$ cat src/rtl/daq_pkt_pkg.sv
// Shared types and constants for the DAQ packet receive path.
package daq_pkt_pkg;

    typedef enum logic [2:0] {
        S_HDR,
        S_TS,
        S_CNT,
        S_PAY,
        S_ERR,
        S_DISC
    } rx_state_t;

    typedef enum logic [1:0] {
        ERR_HDR    = 2'd0,
        ERR_TRUNC  = 2'd1,
        ERR_NOLAST = 2'd2
    } err_code_t;

    localparam int unsigned HDR_BYTES        = 4;
    localparam int unsigned TS_BYTES         = 4;
    localparam int unsigned BYTES_PER_SAMPLE = 4;
    localparam logic [31:0] DEFAULT_HEADER_MAGIC = 32'hA55A_C33C;

    // Header byte idx of magic, most significant byte first.
    function automatic logic [7:0] magic_byte(input logic [31:0] magic, input logic [1:0] idx);
        logic [31:0] shifted;
        shifted = magic >> {~idx, 3'b000};
        return shifted[7:0];
    endfunction

endpackage

$ cat src/rtl/daq_sample_assembler.sv
// Packs payload bytes into {ch0, ch1} beats behind a single output register;
// stall_o flags that the register is full and the consumer is not taking it.
module daq_sample_assembler
    import daq_pkt_pkg::*;
(
    input  logic        clk,
    input  logic        rst,
    input  logic [7:0]  byte_i,
    input  logic        byte_valid_i,
    input  logic        last_beat_i,
    input  logic        flush_i,
    input  logic        smp_ready_i,
    output logic [15:0] smp_ch0_o,
    output logic [15:0] smp_ch1_o,
    output logic        smp_valid_o,
    output logic        smp_last_o,
    output logic        stall_o
);
    localparam logic [1:0] FILL_LAST = 2'(BYTES_PER_SAMPLE - 1);

    logic [23:0] shift_q, shift_d;
    logic [1:0]  fill_q, fill_d;
    logic [15:0] ch0_q, ch0_d, ch1_q, ch1_d;
    logic        valid_q, valid_d, last_q, last_d;

    always_comb begin
        // NOTE: every next-state signal gets its hold value first so no path leaves it unassigned (no latch).
        shift_d = shift_q;
        fill_d  = fill_q;
        ch0_d   = ch0_q;
        ch1_d   = ch1_q;
        valid_d = valid_q;
        last_d  = last_q;

        if (valid_q && smp_ready_i) begin
            valid_d = 1'b0;
        end

        if (flush_i) begin
            fill_d = '0;
        end else if (byte_valid_i) begin
            if (fill_q == FILL_LAST) begin
                ch0_d   = shift_q[23:8];
                ch1_d   = {shift_q[7:0], byte_i};
                valid_d = 1'b1;
                last_d  = last_beat_i;
                fill_d  = '0;
            end else begin
                shift_d = {shift_q[15:0], byte_i};
                fill_d  = fill_q + 2'd1;
            end
        end
    end

    always_ff @(posedge clk) begin
        // NOTE: non-blocking assignments so every register samples pre-edge values.
        if (rst) begin
            shift_q <= '0;
            fill_q  <= '0;
            ch0_q   <= '0;
            ch1_q   <= '0;
            valid_q <= 1'b0;
            last_q  <= 1'b0;
        end else begin
            shift_q <= shift_d;
            fill_q  <= fill_d;
            ch0_q   <= ch0_d;
            ch1_q   <= ch1_d;
            valid_q <= valid_d;
            last_q  <= last_d;
        end
    end

    assign smp_ch0_o   = ch0_q;
    assign smp_ch1_o   = ch1_q;
    assign smp_valid_o = valid_q;
    assign smp_last_o  = last_q;
    assign stall_o     = valid_q && !smp_ready_i;

endmodule

$ cat src/rtl/daq_packet_rx.sv
// Byte-stream decoder for DAQ capture packets: framing check, metadata, sample beats.
// Define DAQ_PACKET_RX_STATS_EN to add saturating stat_good/stat_bad packet counters.
module daq_packet_rx
    import daq_pkt_pkg::*;
#(
    parameter logic [31:0] HEADER_MAGIC = DEFAULT_HEADER_MAGIC,
    parameter int unsigned ERR_BYTES    = 4
) (
    input  logic        clk,
    input  logic        rst,
    input  logic [7:0]  rx_data,
    input  logic        rx_valid,
    output logic        rx_ready,
    input  logic        rx_last,
    output logic [15:0] smp_ch0,
    output logic [15:0] smp_ch1,
    output logic        smp_valid,
    input  logic        smp_ready,
    output logic        smp_last,
    output logic [31:0] pkt_timestamp,
    output logic [7:0]  pkt_count,
    output logic [15:0] pkt_error_flags,
    output logic        pkt_done,
    output logic        pkt_err,
`ifdef DAQ_PACKET_RX_STATS_EN
    output logic [15:0] stat_good,
    output logic [15:0] stat_bad,
`endif
    output logic [1:0]  pkt_err_code
);
    localparam logic [9:0] HDR_LAST = 10'(HDR_BYTES - 1);
    localparam logic [9:0] TS_LAST  = 10'(TS_BYTES - 1);
    localparam logic [9:0] ERR_LAST = 10'(ERR_BYTES - 1);

    rx_state_t   state_q, state_d;
    logic [9:0]  idx_q, idx_d;
    logic [31:0] ts_q, ts_d;
    logic [7:0]  count_q, count_d;
    logic [15:0] stage_q, stage_d;
    logic [15:0] flags_q, flags_d;
    logic        done_q, done_d, err_q, err_d;
    err_code_t   code_q, code_d;

    logic       accept, trunc;
    logic       asm_byte_valid, asm_flush, asm_last_beat, asm_stall;
    logic [9:0] pay_last_idx;

    assign pay_last_idx  = 10'(count_q) * 10'(BYTES_PER_SAMPLE) - 10'd1;
    assign asm_last_beat = (idx_q[9:2] == count_q - 8'd1);
    // Only a full output register blocks input, and only while payload is flowing.
    assign rx_ready      = !((state_q == S_PAY) && asm_stall);
    assign accept        = rx_valid && rx_ready;

    always_comb begin
        state_d        = state_q;
        idx_d          = idx_q;
        ts_d           = ts_q;
        count_d        = count_q;
        stage_d        = (state_q == S_ERR) ? stage_q : '0;
        flags_d        = flags_q;
        code_d         = code_q;
        done_d         = 1'b0;
        err_d          = 1'b0;
        trunc          = 1'b0;
        asm_byte_valid = 1'b0;
        asm_flush      = 1'b0;

        if (accept) begin
            case (state_q)
                S_HDR: begin
                    if (rx_data != magic_byte(HEADER_MAGIC, idx_q[1:0])) begin
                        err_d   = 1'b1;
                        code_d  = ERR_HDR;
                        idx_d   = '0;
                        state_d = rx_last ? S_HDR : S_DISC;
                    end else if (rx_last) begin
                        trunc = 1'b1;
                    end else if (idx_q == HDR_LAST) begin
                        idx_d   = '0;
                        state_d = S_TS;
                    end else begin
                        idx_d = idx_q + 10'd1;
                    end
                end
                S_TS: begin
                    ts_d = {ts_q[23:0], rx_data};
                    if (rx_last) begin
                        trunc = 1'b1;
                    end else if (idx_q == TS_LAST) begin
                        idx_d   = '0;
                        state_d = S_CNT;
                    end else begin
                        idx_d = idx_q + 10'd1;
                    end
                end
                S_CNT: begin
                    count_d = rx_data;
                    idx_d   = '0;
                    if (rx_last) begin
                        trunc = 1'b1;
                    end else begin
                        state_d = (rx_data == 8'd0) ? S_ERR : S_PAY;
                    end
                end
                S_PAY: begin
                    // A byte carrying an early rx_last never completes a beat.
                    if (rx_last) begin
                        asm_flush = 1'b1;
                        trunc     = 1'b1;
                    end else begin
                        asm_byte_valid = 1'b1;
                        if (idx_q == pay_last_idx) begin
                            idx_d   = '0;
                            state_d = S_ERR;
                        end else begin
                            idx_d = idx_q + 10'd1;
                        end
                    end
                end
                S_ERR: begin
                    stage_d = {stage_q[7:0], rx_data};
                    if (idx_q == ERR_LAST) begin
                        idx_d = '0;
                        if (rx_last) begin
                            flags_d = stage_d;
                            done_d  = 1'b1;
                            state_d = S_HDR;
                        end else begin
                            err_d   = 1'b1;
                            code_d  = ERR_NOLAST;
                            state_d = S_DISC;
                        end
                    end else if (rx_last) begin
                        trunc = 1'b1;
                    end else begin
                        idx_d = idx_q + 10'd1;
                    end
                end
                S_DISC: begin
                    if (rx_last) begin
                        state_d = S_HDR;
                    end
                end
                default: state_d = S_HDR;
            endcase
        end

        if (trunc) begin
            err_d   = 1'b1;
            code_d  = ERR_TRUNC;
            idx_d   = '0;
            state_d = S_HDR;
        end
    end

    always_ff @(posedge clk) begin
        if (rst) begin
            state_q <= S_HDR;
            idx_q   <= '0;
            ts_q    <= '0;
            count_q <= '0;
            stage_q <= '0;
            flags_q <= '0;
            done_q  <= 1'b0;
            err_q   <= 1'b0;
            code_q  <= ERR_HDR;
        end else begin
            state_q <= state_d;
            idx_q   <= idx_d;
            ts_q    <= ts_d;
            count_q <= count_d;
            stage_q <= stage_d;
            flags_q <= flags_d;
            done_q  <= done_d;
            err_q   <= err_d;
            code_q  <= code_d;
        end
    end

    daq_sample_assembler u_asm (
        .clk          (clk),
        .rst          (rst),
        .byte_i       (rx_data),
        .byte_valid_i (asm_byte_valid),
        .last_beat_i  (asm_last_beat),
        .flush_i      (asm_flush),
        .smp_ready_i  (smp_ready),
        .smp_ch0_o    (smp_ch0),
        .smp_ch1_o    (smp_ch1),
        .smp_valid_o  (smp_valid),
        .smp_last_o   (smp_last),
        .stall_o      (asm_stall)
    );

    assign pkt_timestamp   = ts_q;
    assign pkt_count       = count_q;
    assign pkt_error_flags = flags_q;
    assign pkt_done        = done_q;
    assign pkt_err         = err_q;
    assign pkt_err_code    = code_q;

`ifdef DAQ_PACKET_RX_STATS_EN
    logic [15:0] good_q, bad_q;

    always_ff @(posedge clk) begin
        if (rst) begin
            good_q <= '0;
            bad_q  <= '0;
        end else begin
            if (done_q && (good_q != 16'hFFFF)) good_q <= good_q + 16'd1;
            if (err_q && (bad_q != 16'hFFFF))   bad_q  <= bad_q + 16'd1;
        end
    end

    assign stat_good = good_q;
    assign stat_bad  = bad_q;
`endif

endmodule
$ cat config.mk
export PLATFORM = sky130hd
export DESIGN_NAME = daq_packet_rx
export DESIGN_NICKNAME = d
export VERILOG_FILES = /design/src/rtl/daq_pkt_pkg.sv /design/src/rtl/daq_sample_assembler.sv /design/src/rtl/daq_packet_rx.sv
export SDC_FILE = /design/constraint.sdc
export NUM_CORES = 1
export LEC_CHECK = 0
export ABC_AREA = 0
export CORE_ASPECT_RATIO = 0.75
export CORE_MARGIN = 3
export CORE_UTILIZATION = 45
export CTS_BUF_LIST = sky130_fd_sc_hd__clkbuf_4
export CTS_CLUSTER_DIAMETER = 50
export DETAILED_ROUTE_END_ITERATION = 10
export PLACE_DENSITY_LB_ADDON = 0.3
export REMOVE_ABC_BUFFERS = 1
export SETUP_SLACK_MARGIN = 0.02
export SLEW_MARGIN = 10
export SYNTH_ARGS = -nofsm -noshare
export SYNTH_HDL_FRONTEND = slang
export SYNTH_SLANG_ARGS = --single-unit
$ cat constraint.sdc
create_clock -name clk -period 3.42 [get_ports clk]
set_input_delay 1.026 -clock clk [delete_from_list [all_inputs] [get_ports clk]]
set_output_delay 1.026 -clock clk [all_outputs]
set_load 0.005 [all_outputs]
==> reports/metrics.csv, run 1 <==
metric,value,unit
die_area,14500,µm²
rsz0062_at_grt,no,
core_area,12500,µm²
tightest_slew,0.614,ns
cts_root_buf,clkbuf_4,
path_cells,clkdlybuf4s50_1 -> nor2b_1 -> nand2_1 -> clkdlybuf4s50_1,
io_pins,108,
cts_hold_buf,0,
final_area,7550,µm²
hold_path_class,flop to flop,
wl,16.0,mm
grt_pass1_wl,26.3,mm
drv_slew,0,
viasPerCell,5.46,
r2r_setup_slack,0.42,ns
drc,0,
drt.antenna.violating_nets,0,
clock_path_buffers,2,
cts_tree,yes,
hpwl,11.2,mm
post-route-min-period,3.24,ns
grt_antenna_before_repair,0,
critPathMaxFanout,4,
syn_area,5890,µm²
p_leak,2.51,nW
setup_viol,0,
power_per_cell_area,425,nW/µm²
cts_setup_buffers,0,
netlist-cell-type-count,68,
rr_worst_depth,7,
numCtsBuffers,17,
hold_path_end,pkt_error_flags[0]$_SDFFE_PP0P_,
avgSynthCellArea,7.88,µm²
num_rows,35,
irDropWorstVdd,213,µV
h-tree-depth,4,
io_buffer_count,107,
r2r_start,idx_q[7]$_SDFFE_PP0P_,
grt_max_degree,120,
initialDrtViolationCount,369,
end_kind,output port,
timing.slew.headroom,58.8,%
syn_inst,748,
multiInputGateArea,2800,µm²
drive_above_1_share,10.3,%
status,"complete, no violations",
path_delay_family,buffers and inverters,
pre_cts_slack,0.0292,ns
path_common_cell,clkdlybuf4s50_1,
placed_cell_area,7280,µm²
wire_per_inst,15.4,µm
synth-edff-count,0,
cp.buffers_inverters,2,
synth.ff_latch_count,141,
clkTransAtPathRegs,0.12,ns
gp_congestion,0.837,
grt_pass1_vias,5335,
cts_resized,0,
worst_ep_arrival_time,2.22,ns
period_share,94.8,%
min-delay-start,pkt_error_flags[0]$_SDFFE_PP0P_,
grt_use_total,21.7,%
drtPass1Iterations,5,
slowest_delay,0.47,ns
grt.overflow.total,0,
vias,5669,
fmax,308,MHz
n_antenna_cell,0,
seqCellArea,2820,µm²
synth_seq_area_share,47.9,%
die_h,105,µm
start_util,47.1,%
setup_ws,0.178,ns
synth_ff_type,dfxtp_1,
cts_sinks,141,
syn_to_final_growth,28.2,%
hold_depth,2,
synthArstFlopShare,0,%
yosys_warnings,0,
reg2reg_to,idx_q[4]$_SDFFE_PP0P_,
die_w,138,µm
fillCellCount,1154,
fin_skew,0.0210,ns
start_kind,input port,
critPathRequiredTime,2.39,ns
finalHoldViolCount,0,
clock_latency,0.53,ns
num-nets-final,875,
crit_path_top_delay_cell,clkdlybuf4s50_1,
maxCapViolCount,0,
criticalPathCategory,input port to output port,
worst reg2reg max path, stage by stage (launching register included):
cell       delay (ns)
dfxtp_1          0.55
xor2_1           0.27
nand3_1          0.14
a2111oi_2        0.50
o2111ai_2        0.34
a21oi_2          0.58
o221ai_1         0.24
a32o_1           0.30
placed cells by master (no fill, tap or decap), drive strengths merged, types with 5 or more instances in the layout:
| master | n |
|---|---|
| dfxtp | 141 |
| nor4 | 6 |
| nor2 | 28 |
| nand3 | 14 |
| o21ai | 12 |
| clkdlybuf4s50 | 106 |
| a21oi | 130 |
| a21o | 5 |
| clkbuf | 17 |
| mux2i | 13 |
| nor3 | 9 |
| nand2 | 243 |
| nor2b | 5 |
| a311oi | 5 |
| inv | 19 |
| buf | 42 |
| xor2 | 7 |
power by group:
| part | internal, mW | total, mW | switching [mW] |
|---|---|---|---|
| Clock | 0.384 | 1.06 | 0.674 |
| Combinational | 0.183 | 0.443 | 0.260 |
| Sequential | 1.67 | 1.71 | 0.0404 |
| Total | 2.24 | 3.21 | 0.974 |
stage by stage:
| step | TNS (ns) | power, mW | hold slack (ns) | cells | utilization (%) |
|---|---|---|---|---|---|
| CTS | 0 | 3.23 | 0.462 | 1038 | 60.3 |
| detailed placement | 0 | 2.18 | 0.445 | 1006 | 58.1 |
| global placement | 0 | 2.17 | 0.439 | 1006 | 58.1 |
| floorplan | -7.77 | 1.97 | 0.426 | 692 | - |
| global route | 0 | 3.35 | 0.484 | 1038 | 60.3 |
| finish | 0 | 3.21 | 0.460 | 1038 | 60.3 |
cell usage after synthesis, types with 3 or more instances:
cell type  number  area [µm²]
nor3_1          6        30.0
clkbuf_1       40         150
a21o_1          5        37.5
o211ai_1        3        22.5
nor3_2          3        30.0
nor4_1          3        18.8
nor4bb_1        3        30.0
or4_1           3        22.5
inv_1          10        37.5
o31ai_1         3        22.5
o21ai_0        10        50.1
mux2i_1        13         130
nor2_1         27         101
a311oi_1        5        43.8
a21oi_1       129         646
a31oi_1         3        18.8
nand3_1        13        65.1
ha_1            3        37.5
dfxtp_1       141        2820
nor2b_1         5        31.3
xor2_1          7        61.3
buf_2          12        60.1
and3_1          4        25.0
nand2_1       243         912
layout make-up:
cell class	count	area share, %
flip-flops and latches	141	37.4
multi-input cells	540	37.1
well taps	166	2.75
clock buffers	17	1.69
clock inverters	15	1.97
inverters	11	0.547
repair buffers	148	18.6
kinds of logic after synthesis:
family	Yosys count	share of synthesized area (%)
and+or+nand+nor	330	24.6
xor gates and xnor gates	9	1.34
buffers and inverters	67	4.80
AOI/OAI and AO/OA	184	18.3
DFF	141	47.9
adders and majority gates	3	0.637
muxes	14	2.40
sequential cells by signal, indices dropped and copies added (netlist names):
register,cells
pkt_error_flags,16
u_asm.smp_ch1_o,16
pkt_done,1
stage_q,8
pkt_count,8
u_asm.smp_ch0_o,16
pkt_err,1
u_asm.shift_q,24
idx_q,10
pkt_err_code,2
u_asm.smp_valid_o,1
u_asm.smp_last_o,1
pkt_timestamp,32
u_asm.fill_q,2
state_q,3
per-layer routing:
layer | part of all wire, % | up-vias | global-route usage (%)
met1 | 49 | 2702 | 30.8
met4 | 0.82 | 0 | 5.08
met2 | 44 | 198 | 33.6
met5 | 0 | - | 0
met3 | 6.4 | 14 | 5.08
li1 | - | 2755 | -
worst max-delay path by stage:
stage                             from                       endpoint  slack [ns]  cells past startpoint
5_1_grt        state_q[0]$_SDFFE_PP0P_                       rx_ready        0.03                      3
3_3_place_gp                rx_data[1]          idx_q[2]$_SDFFE_PP0P_        0.06                      8
3_5_place_dp                rx_data[1]          idx_q[2]$_SDFFE_PP0P_        0.03                      8
4_1_cts        state_q[0]$_SDFFE_PP0P_                       rx_ready        0.16                      3
2_1_floorplan                 rx_valid  pkt_timestamp[0]$_SDFFE_PP0P_       -0.24                      4
6_report                     smp_ready                       rx_ready        0.18                      4
Power figures use the tool's default switching activity.
==> run 2: changes to the inputs <==
Settings changed: CORE_UTILIZATION 45 to 30, MAX_ROUTING_LAYER set to met4.
==> run 2 against run 1 <==
Compared with the run above: worst setup slack worse by 0.023 ns; via count is 3.7% lower; first-iteration DRC count is 19% higher; fmax is 0.70% lower; total power is 2.3% higher; count of clock-buffer cells in the layout is 3 higher; critical path depth stayed put; sequential share of layout area is 0.49 points lower; die area is 47% higher; clock power is 8% higher; largest power group unchanged.
==> reports/metrics.csv, run 2 (synthesized netlist as in run 1, its figures left out) <==
metric,value,unit,change
io_buffer_count,107,,unchanged
fin_skew,0.0152,ns,was 0.0210 ns
drv_slew,0,,unchanged
grt_max_degree,120,,unchanged
h-tree-depth,4,,unchanged
setup_ws,0.155,ns,was 0.178 ns
vias,5460,,"was 5,669"
cts_tree,yes,,unchanged
switching_power,0.913,mW,was 0.974 mW
hpwl,11.4,mm,was 11.2 mm
initialDrtViolationCount,438,,was 369
slowest_delay,0.45,ns,was 0.47 ns
num_rows,43,,was 35
status,"complete, no violations",,unchanged
setup_viol,0,,unchanged
drt.antenna.violating_nets,0,,unchanged
fin_cells,1116,,"was 1,038"
p_leak,2.51,nW,about the same
grt_pass1_wl,26.6,mm,was 26.3 mm
clkTransAtPathRegs,0.12,ns,about the same
clock_latency,0.55,ns,was 0.53 ns
criticalPathCategory,input port to output port,,unchanged
grt.overflow.total,0,,unchanged
p_seq_share,52.0,%,was 53.3%
die_w,168,µm,was 138 µm
path_common_cell,clkdlybuf4s50_1,,unchanged
drive_above_1_share,10.1,%,was 10.3%
wire_per_inst,15.2,µm,was 15.4 µm
grt_pass1_vias,5012,,"was 5,335"
io_pins,108,,unchanged
cts_root_buf,clkbuf_4,,unchanged
viasPerCell,4.89,,was 5.46
drtPass1Iterations,4,,was 5
end_kind,output port,,unchanged
tns,0,ns,unchanged
rsz0062_at_grt,no,,unchanged
clock_path_buffers,2,,unchanged
grt_use_total,15.9,%,was 21.7%
final_common_cell,nand2_1,,unchanged
power.total,3.28,mW,was 3.21 mW
power_per_cell_area,429,nW/µm²,was 425 nW/µm²
tightest_slew,0.558,ns,was 0.614 ns
die_h,127,µm,was 105 µm
seqCellArea,2820,µm²,unchanged
path_cells,clkdlybuf4s50_1 -> nor2b_1 -> nand2_1 -> clkdlybuf4s50_1,,unchanged
grt_antenna_before_repair,0,,unchanged
timing.slew.headroom,62.6,%,was 58.8%
core_area,18900,µm²,"was 12,500 µm²"
fillCellCount,1940,,"was 1,154"
combPwrFrac,13.4,%,was 13.8%
n_antenna_cell,0,,unchanged
hold_path_class,flop to flop,,unchanged
clkPwrFrac,34.6,%,was 32.9%
crit_path_top_delay_cell,clkdlybuf4s50_1,,unchanged
critPathRequiredTime,2.39,ns,about the same
largest_reg_flops,32,,unchanged
syn_to_final_growth,29.9,%,was 28.2%
start_util,31.2,%,was 47.1%
die_area,21400,µm²,"was 14,500 µm²"
cts_sinks,141,,unchanged
switching_share,27.8,%,was 30.3%
mostFrequentLayoutCells,"243 x nand2_1, 141 x dfxtp_1, 129 x a21oi_1, 106 x clkdlybuf4s50_1, 37 x buf_4",,"was 243 x nand2_1, 141 x dfxtp_1, 129 x a21oi_1, 106 x clkdlybuf4s50_1, 40 x buf_4"
start_kind,input port,,unchanged
fmax,306,MHz,was 308 MHz
multiInputGateArea,2800,µm²,about the same
placed_cells,1084,,"was 1,006"
gp_congestion,0.893,,was 0.837
post-route-min-period,3.26,ns,was 3.24 ns
internal_power,2.37,mW,was 2.24 mW
finalHoldViolCount,0,,unchanged
irDropWorstVdd,190,µV,was 213 µV
critPathMaxFanout,4,,unchanged
numCtsBuffers,17,,unchanged
cp.buffers_inverters,2,,unchanged
pre_cts_slack,-0.0880,ns,was 0.0292 ns
period_share,95.5,%,was 94.8%
worst_ep_arrival_time,2.24,ns,was 2.22 ns
num-nets-final,872,,was 875
wl,16.9,mm,was 16.0 mm
whs,0.448,ns,was 0.460 ns
maxCapViolCount,0,,unchanged
path_delay_family,buffers and inverters,,unchanged
drc,0,,unchanged
run 2: cell count changes in the layout (fill, tap and decap cells not counted), moves of 2 or more:
cell and change:
buf_4 -3, bufinv_16 +2, clkbuf_4 +3, clkinv_2 +4
inv_6 -7, inv_8 -2
run 2: power by group through the flow:
stage               clock [mW]  sequential, mW  combinational [mW]
finish                    1.14            1.71               0.439
global route              1.25            1.71               0.482
CTS                       1.18            1.71               0.440
detailed placement           0            1.75               0.438
global placement             0            1.75               0.438
floorplan                    0            1.74               0.228
run 2: repair_timing:
action | in CTS | in global routing
endpoints found under the setup margin | 0 | 1
setup buffers | 0 | 0
hold buffers | 0 | 0
hold endpoints to repair | 0 | 0
gates resized for setup | 0 | 1
run 2: final timing paths:
| check | end | slack, ns | from | cells past startpoint |
|---|---|---|---|---|
| setup reg to reg | idx_q[4]$_SDFFE_PP0P_ | 0.60 | idx_q[7]$_SDFFE_PP0P_ | 7 |
| hold / removal | pkt_error_flags[9]$_SDFFE_PP0P_ | 0.45 | stage_q[1]$_SDFF_PP0_ | 2 |
| setup / recovery | rx_ready | 0.16 | smp_ready | 4 |
| hold reg to reg | pkt_error_flags[9]$_SDFFE_PP0P_ | 0.45 | stage_q[1]$_SDFF_PP0_ | 2 |
run 2: per-stage QoR:
step / cell area, µm² / utilization [%]
floorplan: 5650 / -
global placement: 7350 / 38.9
detailed placement: 7350 / 38.9
CTS: 7650 / 40.5
global route: 7650 / 40.5
finish: 7650 / 40.5
run 2: final cells by class:
type / count / share of cell area, %
Clock inverter: 12 / 1.91
Sequential cell: 141 / 36.9
Timing Repair Buffer: 145 / 18.0
Multi-Input combinational cell: 540 / 36.6
Tap cell: 247 / 4.04
Inverter: 11 / 0.540
Clock buffer: 20 / 1.96
run 2: layer usage:
metal	global-route usage (%)	up-vias	routed length, µm
met3	4.89	10	1120
met2	21.8	169	6830
met1	23.0	2525	8860
met5	-	-	0
li1	-	2756	-
met4	3.42	0	141
run 2: tightest hold or removal path, stage by stage, from the launching register on:
cell and delay (ns):
dfxtp_1 0.32, nand2_1 0.05, a21oi_1 0.05
==> run 3: changes to the inputs <==
Clock period 3.42 ns to 3.85 ns, I/O delays scaled along.
==> run 3 against run 2 <==
Compared with the run above: worst setup slack better by 0.12 ns; die area stayed put; final cell count is 0.36% lower; design area is 0.75% lower; wire length is 0.58% higher; count of clock-buffer cells in the layout is 3 lower; global-route usage is 0.47 points higher; highest routed layer unchanged.
==> reports/metrics.csv, run 3 (synthesized netlist as in run 1, its figures left out) <==
metric,value,unit,change
setup_viol,0,,unchanged
drc,0,,unchanged
viasPerCell,4.93,,was 4.89
grt_max_degree,120,,unchanged
critPathRequiredTime,2.69,ns,was 2.39 ns
final_common_cell,nand2_1,,unchanged
finalHoldViolCount,0,,unchanged
grt_pass1_vias,4929,,"was 5,012"
criticalPathCategory,input port to output port,,unchanged
grt.overflow.total,0,,unchanged
drtPass1Iterations,5,,was 4
met2_length,6.79,mm,was 6.83 mm
end_kind,output port,,unchanged
wl,17.0,mm,was 16.9 mm
die_h,127,µm,unchanged
grt_antenna_before_repair,1,,was 0
drv_slew,0,,unchanged
largest_reg_flops,32,,unchanged
min-delay-start,pkt_error_flags[0]$_SDFFE_PP0P_,,was stage_q[1]$_SDFF_PP0_
cts_setup_buffers,0,,unchanged
vias,5484,,"was 5,460"
syn_to_final_growth,28.9,%,was 29.9%
clkTransAtPathRegs,0.12,ns,about the same
cts_resized,0,,unchanged
hold_depth,2,,unchanged
maxCapViolCount,0,,unchanged
start_util,31.2,%,unchanged
rr_worst_depth,7,,unchanged
numCtsBuffers,17,,unchanged
fmax,280,MHz,
crit_start,smp_ready,,unchanged
wire_per_inst,15.3,µm,was 15.2 µm
tns,0,ns,unchanged
num-nets-final,867,,was 872
initialDrtViolationCount,482,,was 438
clock_path_buffers,2,,unchanged
hold_path_class,flop to flop,,unchanged
fin_skew,0.0175,ns,was 0.0152 ns
core_area,18900,µm²,unchanged
p_leak,2.47,nW,was 2.51 nW
grt_pass1_wl,27.3,mm,was 26.6 mm
timing.slew.headroom,61.8,%,was 62.6%
power_per_cell_area,377,nW/µm²,was 429 nW/µm²
r2r_start,idx_q[7]$_SDFFE_PP0P_,,unchanged
dr_wl_met3,1.22,mm,was 1.12 mm
gp_congestion,0.889,,was 0.893
cts_tree,yes,,unchanged
drive_above_1_share,9.27,%,was 10.1%
wl_met1,8.85,mm,was 8.86 mm
critPathMaxFanout,4,,unchanged
grt_use_total,16.4,%,was 15.9%
start_kind,input port,,unchanged
worst_ep_arrival_time,2.42,ns,was 2.24 ns
reg2reg_to,idx_q[0]$_SDFFE_PP0P_,,was idx_q[4]$_SDFFE_PP0P_
hold_path_end,pkt_error_flags[0]$_SDFFE_PP0P_,,was pkt_error_flags[9]$_SDFFE_PP0P_
hpwl,11.6,mm,was 11.4 mm
utilization,40.2,%,was 40.5%
r2r_setup_slack,0.99,ns,was 0.60 ns
die_w,168,µm,unchanged
period_share,92.7,%,
post-route-min-period,3.57,ns,
io_pins,108,,unchanged
topRoutingLayerUsed,met4,,unchanged
rsz0062_at_grt,no,,unchanged
cts_sinks,141,,unchanged
h-tree-depth,4,,unchanged
clock_latency,0.55,ns,about the same
tightest_slew,0.568,ns,was 0.558 ns
cts_root_buf,clkbuf_4,,unchanged
mostFrequentLayoutCells,"243 x nand2_1, 141 x dfxtp_1, 129 x a21oi_1, 106 x clkdlybuf4s50_1, 32 x buf_4",,"was 243 x nand2_1, 141 x dfxtp_1, 129 x a21oi_1, 106 x clkdlybuf4s50_1, 37 x buf_4"
drt.antenna.violating_nets,0,,unchanged
irDropWorstVdd,211,µV,was 190 µV
cts_hold_buf,0,,unchanged
num_rows,43,,unchanged
die_area,21400,µm²,unchanged
io_buffer_count,107,,unchanged
status,"complete, no violations",,unchanged
## run 3: changes by cell type in the layout (fill, tap and decap cells not counted)
| cell | delta |
|---|---|
| buf_4 | -5 |
| clkinv_4 | +1 |
| clkinv_2 | -2 |
| clkbuf_4 | -3 |
| bufinv_16 | -1 |
| clkinv_1 | +1 |
| diode_2 | +2 |
| and3b_2 | -1 |
| inv_6 | +3 |
| and3b_1 | +1 |
## run 3: power breakdown
group          internal [mW]  switching (mW)
clock network          0.383           0.571
logic                  0.153           0.237
registers               1.48          0.0349
## run 3: metrics by stage
step,total power [mW],std cells,hold WS [ns],cell area [µm²],setup slack [ns]
detailed placement,1.94,1079,0.444,7320,0.125
global route,3.00,1111,0.472,7590,0.165
global placement,1.94,1079,0.439,7320,0.191
floorplan,1.75,692,0.426,5650,0.0583
finish,2.86,1112,0.456,7590,0.280
CTS,2.90,1110,0.461,7590,0.269
## run 3: metal layers
metal / vias up / global-route usage (%)
li1: 2744 / -
met1: 2551 / 24.1
met2: 173 / 21.8
met3: 16 / 5.07
met4: 0 / 3.75
met5: - / -
## run 3: critical path: stages
cell and delay [ns]:
clkdlybuf4s50_1 0.40, nor2b_1 0.28, nand2_1 0.11, clkdlybuf4s50_1 0.47
## run 3: area by class of cell
class                      count  area [µm²]
clock buffer                  17         128
timing repair buffer         140        1340
sequential                   141        2820
clock inverter                14         145
antenna                        2        5.00
tap                          247         309
multi-input combinational    540        2800
fill                        1974       11300
inverter                      11        41.3
## run 3: worst max-delay path by stage
stage	to	slack, ns
after global routing	rx_ready	0.16
final	rx_ready	0.28
after floorplan	pkt_timestamp[0]$_SDFFE_PP0P_	0.06
after CTS	rx_ready	0.27
after detailed placement	idx_q[2]$_SDFFE_PP0P_	0.13
after global placement	idx_q[2]$_SDFFE_PP0P_	0.19
